===== config.mk =====
export PLATFORM = sky130hd
export DESIGN_NAME = bmc_soft_pipe
export DESIGN_NICKNAME = d
export VERILOG_FILES = /design/src/rtl/bmc_pkg.sv /design/src/rtl/bmc_dist.sv /design/src/rtl/bmc_soft_pipe.sv
export SDC_FILE = /design/constraint.sdc
export NUM_CORES = 1
export LEC_CHECK = 0
export BUFFER_PORTS_ARGS = -buffer_cell sky130_fd_sc_hd__buf_2
export CAP_MARGIN = 30
export CORE_MARGIN = 5
export CORE_UTILIZATION = 57
export DETAILED_ROUTE_END_ITERATION = 8
export PLACE_DENSITY_LB_ADDON = 0.1
export REMOVE_ABC_BUFFERS = 1
export SLEW_MARGIN = 30
export SYNTH_ARGS = -nofsm -noshare
export SYNTH_HDL_FRONTEND = slang
export SYNTH_SLANG_ARGS = --single-unit

===== constraint.sdc =====
create_clock -name clk -period 3.45 [get_ports clk]
set_input_delay 0.69 -clock clk [delete_from_list [all_inputs] [get_ports clk]]
set_output_delay 0.69 -clock clk [all_outputs]
set_load 0.02 [all_outputs]

===== src/rtl/bmc_pkg.sv =====
// Shared types and helpers for the branch-metric unit: metric width, decision mode
// and maximum sample confidence.
package bmc_pkg;

    typedef enum logic {
        MODE_HARD = 1'b0,
        MODE_SOFT = 1'b1
    } bmc_mode_e;

    localparam int HARD_MAX_CONF = 1;

    // Sum of N samples of SW bits each needs clog2(N) extra bits of headroom.
    function automatic int bmc_mw(input int n, input int sw);
        return sw + $clog2(n);
    endfunction

    function automatic bmc_mode_e bmc_mode(input int sw);
        return (sw > 1) ? MODE_SOFT : MODE_HARD;
    endfunction

    function automatic int max_conf(input int sw);
        return (bmc_mode(sw) == MODE_HARD) ? HARD_MAX_CONF : ((1 << sw) - 1);
    endfunction

endpackage


===== src/rtl/bmc_dist.sv =====
// Per-field sample distances to an expected 0 and an expected 1; an erased
// (depunctured) field is forced to zero distance for both hypotheses.
module bmc_dist
    import bmc_pkg::*;
#(
    parameter int SW = 1
) (
    input  logic [SW-1:0] sample,
    input  logic          erase,
    output logic [SW-1:0] d0,
    output logic [SW-1:0] d1
);

    localparam logic [SW-1:0] MAXC = SW'(max_conf(SW));

    assign d0 = erase ? '0 : sample;
    assign d1 = erase ? '0 : MAXC - sample;

endmodule


===== src/rtl/bmc_soft_pipe.sv =====
// Two-stage branch-metric unit for rate-1/N Viterbi decoding with valid/ready on both
// sides and a frame-position tag. Define BMC_ERASURE_EN to add the in_erase port.
module bmc_soft_pipe
    import bmc_pkg::*;
#(
    parameter int  N         = 2,
    parameter int  SW        = 1,
    parameter int  FRAME_LEN = 64,
    localparam int MW        = bmc_mw(N, SW),
    localparam int NC        = 1 << N
) (
    input  logic               clk,
    input  logic               rst,
    input  logic               in_valid,
    output logic               in_ready,
    input  logic [N*SW-1:0]    in_sym,
`ifdef BMC_ERASURE_EN
    input  logic [N-1:0]       in_erase,
`endif
    input  logic               in_sync,
    output logic               out_valid,
    input  logic               out_ready,
    output logic [NC*MW-1:0]   out_bm,
    output logic               out_last
);

    localparam int            FW       = (FRAME_LEN > 1) ? $clog2(FRAME_LEN) : 1;
    localparam logic [FW-1:0] LAST_IDX = FW'(FRAME_LEN - 1);

    logic [N-1:0] erase;
`ifdef BMC_ERASURE_EN
    assign erase = in_erase;
`else
    assign erase = '0;
`endif

    logic [N-1:0][SW-1:0] dist0, dist1;

    for (genvar j = 0; j < N; j++) begin : g_dist
        bmc_dist #(.SW(SW)) u_dist (
            .sample (in_sym[j*SW +: SW]),
            .erase  (erase[j]),
            .d0     (dist0[j]),
            .d1     (dist1[j])
        );
    end

    logic                  s1_valid_q, s1_valid_d;
    logic [N-1:0][SW-1:0]  s1_d0_q, s1_d0_d;
    logic [N-1:0][SW-1:0]  s1_d1_q, s1_d1_d;
    logic                  s1_last_q, s1_last_d;
    logic                  s2_valid_q, s2_valid_d;
    logic [NC-1:0][MW-1:0] s2_bm_q, s2_bm_d;
    logic                  s2_last_q, s2_last_d;
    logic [FW-1:0]         fcnt_q, fcnt_d;

    logic                  s1_load, s2_load, accept, idx_last;
    logic [FW-1:0]         idx;
    logic [NC-1:0][MW-1:0] bm_sum;
    logic [MW-1:0]         acc;

    always_comb begin
        s2_load  = !s2_valid_q || out_ready;
        s1_load  = !s1_valid_q || s2_load;
        accept   = in_valid && s1_load;
        idx      = in_sync ? '0 : fcnt_q;
        idx_last = (idx == LAST_IDX);

        fcnt_d = fcnt_q;
        if (accept) begin
            fcnt_d = idx_last ? '0 : idx + FW'(1);
        end

        // Stage 1 holds its contents unless it is loading a freshly accepted symbol.
        s1_valid_d = s1_load ? in_valid : s1_valid_q;
        s1_d0_d    = accept ? dist0 : s1_d0_q;
        s1_d1_d    = accept ? dist1 : s1_d1_q;
        s1_last_d  = accept ? idx_last : s1_last_q;

        // BM[c] picks d(j,1) where codeword bit c[j] is 1, d(j,0) otherwise.
        acc    = '0;
        bm_sum = '0;
        for (int c = 0; c < NC; c++) begin
            acc = '0;
            for (int j = 0; j < N; j++) begin
                if (((c >> j) & 1) != 0) acc = acc + MW'(s1_d1_q[j]);
                else                     acc = acc + MW'(s1_d0_q[j]);
            end
            bm_sum[c] = acc;
        end

        s2_valid_d = s2_load ? s1_valid_q : s2_valid_q;
        s2_bm_d    = (s2_load && s1_valid_q) ? bm_sum : s2_bm_q;
        s2_last_d  = (s2_load && s1_valid_q) ? s1_last_q : s2_last_q;
    end

    always_ff @(posedge clk or negedge rst) begin
        if (!rst) begin
            s1_valid_q <= 1'b0;
            s1_d0_q    <= '0;
            s1_d1_q    <= '0;
            s1_last_q  <= 1'b0;
            s2_valid_q <= 1'b0;
            s2_bm_q    <= '0;
            s2_last_q  <= 1'b0;
            fcnt_q     <= '0;
        end else begin
            s1_valid_q <= s1_valid_d;
            s1_d0_q    <= s1_d0_d;
            s1_d1_q    <= s1_d1_d;
            s1_last_q  <= s1_last_d;
            s2_valid_q <= s2_valid_d;
            s2_bm_q    <= s2_bm_d;
            s2_last_q  <= s2_last_d;
            fcnt_q     <= fcnt_d;
        end
    end

    assign in_ready  = s1_load;
    assign out_valid = s2_valid_q;
    assign out_bm    = s2_bm_q;
    assign out_last  = s2_last_q;

endmodule


### Word-level counts from Yosys, hierarchy flattened

Index checks and enable logic that the tools add are counted.

| storage, ports and cells | value |
|---|---|
| bits of input ports | 7 |
| memory bits (read-only) | 0 |
| register bits | 22 |
| memories kept | 0 |
| word-level logic and storage cells | 29 |
| RAM bits | 0 |
| bits in latches | 0 |
| output and inout bits | 11 |

| cells by class | value |
|---|---|
| equality and inequality tests | 1 |
| div/mod/pow operators | 0 |
| reductions and logical operators | 6 |
| bitwise logic cells | 0 |
| magnitude comparators | 0 |
| $mul | 0 |
| muxes and demuxes | 2 |
| shift-type cells | 0 |
| add/subtract/negate cells | 7 |

Operators with widths:

| kind | count |
|---|---|
| $mux W6 | 2 |
| $add A1 B1 Y2 | 4 |
| $add A6 B1 Y6 const B | 1 |
| $eq A6 B6 Y1 const B | 1 |
| $logic_and A1 B1 Y1 | 2 |
| $logic_not A1 Y1 | 2 |
| $logic_or A1 B1 Y1 | 2 |
| $sub A1 B1 Y1 const A | 2 |

### Depth between registers and ports, before layout

Gate-level depths: netlist of the first run.

| logic depth | value |
|---|---|
| depth in word-level cells | 4 |
| depth in mapped cells | 6 |
| depth with buffers taken out | 6 |

### Modules after synthesis

A second synthesis of the first run with hierarchy kept.

| unflattened totals | value |
|---|---|
| cells, all modules | 92 |
| area, all modules | 1,054.8 µm² |

Modules (own cells, without submodules):

| module | area each (µm²) | seq. area each (µm²) | cells an instance | times used |
|---|---|---|---|---|
| bmc_soft_pipe | 1,019.7 | 550.5 | 88 | 1 |
| bmc_dist | 17.5 | 0.0 | 2 | 2 |

### Worst setup path before layout of the first run

OpenSTA, ideal clock, no wires.

| timing path | value |
|---|---|
| kind | input-to-reg |
| start | input port in_sync |
| end | register fcnt_q[4] |
| path buffers | 0 |
| cell stages on the path | 5 |
| setup slack | 1.799 ns |
| setup time | 0.090 ns |
| required time | 3.360 ns |
| arrival | 1.561 ns |
| path through | nor2b_4 -> ha_1 -> nand3_1 -> or3_1 -> o221ai_1 |

| on the way | value |
|---|---|
| word-level cells in the longest chain between the ends | 3 |
| elaborated cells between the ends (all ways) | 4 |

RTL lines:

| item | line | RTL |
|---|---|---|
| start, declared | bmc_soft_pipe.sv:20 | `input logic in_sync,` |
| $mux W6 (*) | bmc_soft_pipe.sv:66 | `idx = in_sync ? '0 : fcnt_q;` |
| $add A6 B1 Y6 / $eq A6 B6 Y1 (equally long branches) | bmc_soft_pipe.sv:71, bmc_soft_pipe.sv:67 |  |
| $mux W6 (*) | bmc_soft_pipe.sv:71 | `fcnt_d = idx_last ? '0 : idx + FW'(1);` |
| end signal, assigned | bmc_soft_pipe.sv:115 | `fcnt_q <= fcnt_d;` |
| end, declared | bmc_soft_pipe.sv:55 | `logic [FW-1:0] fcnt_q, fcnt_d;` |

Mark *: on every way between the ends. The rest lies on a longest branch, timed or not.
A chain may end at the register's enable or synchronous reset.

### Final worst setup path of the first run

| timing path | value |
|---|---|
| start | input port out_ready |
| end | output port in_ready |

| on the way | value |
|---|---|
| word-level cells in the longest chain between the ends | 2 |

RTL lines:

| item | line | RTL |
|---|---|---|
| start, declared | bmc_soft_pipe.sv:22 | `input logic out_ready,` |
| $logic_or A1 B1 Y1 | bmc_soft_pipe.sv:63 | `s2_load = !s2_valid_q \|\| out_ready;` |
| $logic_or A1 B1 Y1 | bmc_soft_pipe.sv:64 | `s1_load = !s1_valid_q \|\| s2_load;` |
| end, declared | bmc_soft_pipe.sv:15 | `output logic in_ready,` |

Every way passes these cells.

==> results of run 1 <==
[registers in the layout, summed over array words and instances, names as in the netlist]
name        count
s1_last_q       1
out_valid       1
fcnt_q          6
out_last        1
s1_d0_q         2
out_bm          8
s1_valid_q      1
s1_d1_q         2
[cells in the mapped netlist, types with 2 or more instances]
| master | n |
|---|---|
| a31oi_1 | 3 |
| a22o_1 | 2 |
| and3_1 | 2 |
| mux2i_1 | 2 |
| nand2_1 | 5 |
| nand3_1 | 2 |
| nand2_2 | 2 |
| o21ai_0 | 2 |
| ha_1 | 5 |
| dfrtp_1 | 22 |
| nand2b_1 | 4 |
| mux2_2 | 12 |
| or3_1 | 2 |
[path summary, 6_finish.rpt]
path | slack [ps] | to | depth (start not counted) | start
min in group clk | 510 | out_bm[4]$_DFFE_PN0P_ | 1 | out_bm[4]$_DFFE_PN0P_
max in group asynchronous | 2790 | out_last$_DFFE_PN0P_ | 1 | rst
min reg2reg | 510 | out_bm[4]$_DFFE_PN0P_ | 1 | out_bm[4]$_DFFE_PN0P_
max | 1610 | in_ready | 3 | out_ready
max reg2reg | 1870 | fcnt_q[5]$_DFFE_PN0P_ | 6 | fcnt_q[1]$_DFFE_PN0P_
min | 330 | fcnt_q[2]$_DFFE_PN0P_ | 1 | rst
[area by class of cell]
| type | instances | area (sq um) | area share (%) |
|---|---|---|---|
| clock buffers | 4 | 36.3 | 3.14 |
| inverters | 1 | 3.75 | 0.325 |
| multi-input cells | 54 | 448 | 38.8 |
| flip-flops and latches | 22 | 551 | 47.7 |
| well taps | 25 | 31.3 | 2.71 |
| repair buffers | 17 | 85.1 | 7.37 |
[metal layers]
metal	track usage, %	share of wire, %	vias up
li1	-	-	323
met4	4.68	0.55	0
met3	2.87	5.6	2
met1	20.2	46	310
met2	21.1	47	19
met5	0	0	-
[kinds of logic after synthesis]
group	count (synthesis)	synth area share, %
fa+ha+maj	5	6.17
flops	22	54.3
mux	14	15.3
buf+inv	2	1.48
compound gates	11	7.16
simple gates	24	15.6
[placed cells by master, fill, tap and decap left out, types with 2 or more instances in the layout]
cell and n:
mux2i_1 2, nand3_1 2, buf_2 17, dfrtp_1 22, clkbuf_4 3, nand2_2 2, ha_1 5, nand2b_1 4
nand2_1 5, a22o_1 2, mux2_2 12, or3_1 2, o21ai_0 2, and3_1 2, a31oi_1 3
[power by group]
group | internal, mW | leakage, nW | switching [mW]
clock | 0.0643 | 0.0210 | 0.0719
combinational | 0.0759 | 0.267 | 0.0877
sequential | 0.306 | 0.275 | 0.0353
[critical path: stages]
cell and delay [ps]:
buf_2 110, nand3b_4 180, buf_2 180
==> results.ini, run 1 <==
[timing]
finalSetupTns_ps = 0
setup_viol = 0
rsz0062_at_grt = false
worstMarginPinSlew_ps = 478
fin_ws_ps = 1610
maxSlewHeadroom_pct = 68.1
period_share_pct = 53.3
fmaxAchievable_mhz = 544
period_needed_ps = 1840
final_hold_viol_count = 0
clock_skew_ps = 7.55
final_max_slew_viol_count = 0
hold_slack_ps = 327

[routing]
dr.pass1.iters = 4
vias = 654
drt_iter0_markers = 7
drcViolationCount = 0
wl_mm = 1.63
wl_per_cell_um = 13.3
drt.antenna.violating_nets = 0
viasPerCell = 5.32

[worst_setup_path]
crit_type = input pin to output port
cp-end-kind = output port
cp.required_ps = 2760
startpoint_type = input pin
critPathMaxFanout = 6
arrival_ps = 1150

[clock_tree]
clk_pin_slew_worst_paths_ps = 120
cts_buffers = 3
post_cts_buffers = 0
clock_sinks = 22
postCtsHoldBufs = 0
tritoncts = built
cts_resized = 0
cts_buffer_depth = 2
clkLatencyLatePin_ps = 300
clockRootBuffer = clkbuf_4
htree_num_levels = 1

[logic_synthesis]
synth_top_area_share_pct = 54.3
synth-async-reset-ratio_pct = 100
ys_top_cells_by_area = dfrtp_1 54%, mux2_2 13%, ha_1 6.2%
synth_edf_count = 0
synth.distinct_cells = 26
syn_area_per_cell_sq_um = 13.0
ys_warn_count = 0
ys_seq_area_share_pct = 54.3
synth_seq_cells = 22
yosys.area.top_type = dfrtp_1
synth_cells = 78
ys.flop_type = dfrtp_1
mappedNetlistArea_sq_um = 1010

[pwr]
ir_drop_uv = 259
power.density_nw_per_um2 = 555
p_total_mw = 0.641
leakagePower_nw = 0.564

[layout]
fin_cells = 123
final_area_sq_um = 1150
nFillCells = 133
drive_gt1_share_pct = 38.8
num_antenna_cells = 0
fin_util_pct = 67.6
syn_to_final_growth_pct = 14.0
final_nets = 111

[placement]
placed_area_sq_um = 1120
numPortBuffers = 17
place_inst = 119
gp_congestion = 0.848
dp_slack_ps = 1520
dpl.hpwl_mm = 1.25

[floorplanning]
dieArea_sq_um = 2720
num_rows = 15
die_h_um = 52.2
io_pins = 18
coreArea_sq_um = 1710
initial_core_util_pct = 59.3
die_w_um = 52.2

[run_status]
outcome = complete, no violations

[hold_path]
hp-class = input pin to async pin

[global_routing]
antenna_found_initial = 0
grt_pass1_wl_mm = 2.84
grt.overflow.total = 0
grt_pass1_vias = 620
grt_max_degree = 23
grt_usage_pct = 14.1

[run]
cap_violations = 0

Note: power is estimated with default switching activity, not from simulation.
==> inputs of run 2 (changes only) <==
--- a/config.mk
+++ b/config.mk
@@ -8,7 +8,7 @@
 export BUFFER_PORTS_ARGS = -buffer_cell sky130_fd_sc_hd__buf_2
 export CAP_MARGIN = 30
 export CORE_MARGIN = 5
-export CORE_UTILIZATION = 57
+export CORE_UTILIZATION = 53
 export DETAILED_ROUTE_END_ITERATION = 8
 export PLACE_DENSITY_LB_ADDON = 0.1
 export REMOVE_ABC_BUFFERS = 1
==> constraint.sdc (replaced) <==
create_clock -name clk -period 1.9 [get_ports clk]
set_input_delay 0.38 -clock clk [delete_from_list [all_inputs] [get_ports clk]]
set_output_delay 0.38 -clock clk [all_outputs]
set_load 0.02 [all_outputs]
==> results.ini, run 2 (synthesis gave the netlist of run 1 again) <==
[layout]
final_common_cell = dfrtp_1  ; unchanged
syn_to_final_growth_pct = 12.6  ; was 14.0%
fin_cells = 122  ; was 123
final_nets = 111  ; unchanged
drive_gt1_share_pct = 38.1  ; was 38.8%
nFillCells = 155  ; was 133
fin_util_pct = 64.7  ; was 67.6%
num_antenna_cells = 0  ; unchanged
final_area_sq_um = 1140  ; was 1150 sq um
largest_register_ffs = 8  ; unchanged
final_cell_mix = 22 x dfrtp_1, 17 x buf_2, 12 x mux2_2  ; unchanged

[global_routing]
grt.overflow.total = 0  ; unchanged
grt_usage_pct = 13.0  ; was 14.1%
grt_pass1_vias = 625  ; was 620
antenna_found_initial = 0  ; unchanged
grt_pass1_wl_mm = 2.71  ; was 2.84 mm
grt_max_degree = 23  ; unchanged

[timing]
hold_slack_ps = 24.1  ; was 327 ps
clock_skew_ps = 2.28  ; was 7.55 ps
setup_viol = 0  ; unchanged
final_hold_viol_count = 0  ; unchanged
worstMarginPinSlew_ps = 478  ; about the same
maxSlewHeadroom_pct = 68.1  ; about the same
rsz0062_at_grt = false  ; unchanged
fin_ws_ps = 372  ; was 1610 ps
period_needed_ps = 1530
period_share_pct = 80.4
finalSetupTns_ps = 0  ; unchanged
final_max_slew_viol_count = 0  ; unchanged
fmaxAchievable_mhz = 654

[clock_tree]
clk_pin_slew_worst_paths_ps = 110  ; was 120 ps
clkLatencyLatePin_ps = 290  ; was 300 ps
cts_resized = 0  ; unchanged
post_cts_buffers = 0  ; unchanged
cts_buffer_depth = 2  ; unchanged
tritoncts = built  ; unchanged
clockRootBuffer = clkbuf_4  ; unchanged
htree_num_levels = 1  ; unchanged
postCtsHoldBufs = 0  ; unchanged
cts_buffers = 3  ; unchanged
clock_sinks = 22  ; unchanged

[placement]
place_inst = 119  ; unchanged
numPortBuffers = 17  ; unchanged
dp_slack_ps = 263  ; was 1520 ps
placed_area_sq_um = 1120  ; unchanged
dpl.hpwl_mm = 1.17  ; was 1.25 mm
gp_congestion = 0.835  ; was 0.848

[worst_setup_path]
cp.required_ps = 2090  ; was 2760 ps
arrival_ps = 1720  ; was 1150 ps
crit_type = register to register  ; was input pin to output port
reg2reg_depth = 6  ; unchanged
startpoint_type = register  ; was input pin
r2r_setup_slack_ps = 370  ; was 1870 ps
critPathMaxFanout = 5  ; was 6
r2r-start = fcnt_q[1]$_DFFE_PN0P_  ; unchanged
timing.rr.end = fcnt_q[1]$_DFFE_PN0P_  ; was fcnt_q[5]$_DFFE_PN0P_
cp-end-kind = register  ; was output port

[run]
cap_violations = 0  ; unchanged

[pwr]
internal_power_mw = 0.766  ; was 0.446 mW
ir_drop_uv = 668  ; was 259 uV
p_sw_share_pct = 31.1  ; was 30.4%
p_total_mw = 1.11  ; was 0.641 mW
clockPowerShare_pct = 17.8  ; was 21.3%
power.density_nw_per_um2 = 975  ; was 555 nW/um^2
p_comb_share_pct = 26.7  ; was 25.5%
leakagePower_nw = 0.556  ; was 0.564 nW
p_sw_mw = 0.346  ; was 0.195 mW
seqPwrFrac_pct = 55.4  ; was 53.2%

[floorplanning]
coreArea_sq_um = 1760  ; was 1710 sq um
initial_core_util_pct = 57.4  ; was 59.3%
die_w_um = 53.7  ; was 52.2 um
dieArea_sq_um = 2890  ; was 2720 sq um
io_pins = 18  ; unchanged
die_h_um = 53.7  ; was 52.2 um
num_rows = 15  ; unchanged

[run_status]
outcome = complete, no violations  ; unchanged

[routing]
drcViolationCount = 0  ; unchanged
vias = 653  ; was 654
drt.antenna.violating_nets = 0  ; unchanged
wl_per_cell_um = 12.6  ; was 13.3 um
drt_iter0_markers = 9  ; was 7
viasPerCell = 5.35  ; was 5.32
dr.pass1.iters = 4  ; unchanged
wl_mm = 1.54  ; was 1.63 mm

[hold_path]
hp-class = input pin to async pin  ; unchanged

[run 2: area by class of cell]
| cell class | count | area (sq um) | share of cell area (%) |
|---|---|---|---|
| Clock buffer | 3 | 22.5 | 1.97 |
| Inverter | 1 | 3.75 | 0.329 |
| Multi-Input combinational cell | 54 | 448 | 39.3 |
| Sequential cell | 22 | 551 | 48.2 |
| Tap cell | 25 | 31.3 | 2.74 |
| Timing Repair Buffer | 17 | 85.1 | 7.46 |
[run 2: worst max path at each step]
| stage | depth (start not counted) | from | end | slack (ps) |
|---|---|---|---|---|
| 6_report | 6 | fcnt_q[1]$_DFFE_PN0P_ | fcnt_q[1]$_DFFE_PN0P_ | 370 |
| 5_1_grt | 6 | fcnt_q[1]$_DFFE_PN0P_ | fcnt_q[1]$_DFFE_PN0P_ | 260 |
| 4_1_cts | 6 | fcnt_q[1]$_DFFE_PN0P_ | fcnt_q[1]$_DFFE_PN0P_ | 370 |
| 3_5_place_dp | 7 | in_sync | fcnt_q[1]$_DFFE_PN0P_ | 260 |
| 3_3_place_gp | 6 | in_sync | fcnt_q[4]$_DFFE_PN0P_ | 320 |
| 2_1_floorplan | 3 | out_valid$_DFFE_PN0P_ | s1_d0_q[0]$_DFFE_PN0P_ | 530 |
[run 2: critical path: stages (launching register included)]
cell	delay [ps]
dfrtp_1	400
nor2b_1	160
ha_1	240
nand3_1	130
nor3_2	250
nor2_1	70
a22o_1	180
[run 2: power groups by stage]
stage | Combinational (mW) | Sequential [mW] | Clock [mW]
after global placement | 0.297 | 0.624 | 0
after global routing | 0.333 | 0.630 | 0.227
after CTS | 0.305 | 0.617 | 0.211
after detailed placement | 0.304 | 0.627 | 0
final | 0.297 | 0.617 | 0.198
after floorplan | 0.140 | 0.683 | 0
[run 2: metal layers]
layer  global-route usage [%]  part of all wire [%]  up-vias  wire length (um)
met3                     3.60                   4.9        4                76
met1                     18.5                    48      311               746
met5                        0                     0        -                 0
li1                         -                     -      324                 -
met2                     19.2                    45       14               696
met4                     3.83                   1.4        0                22
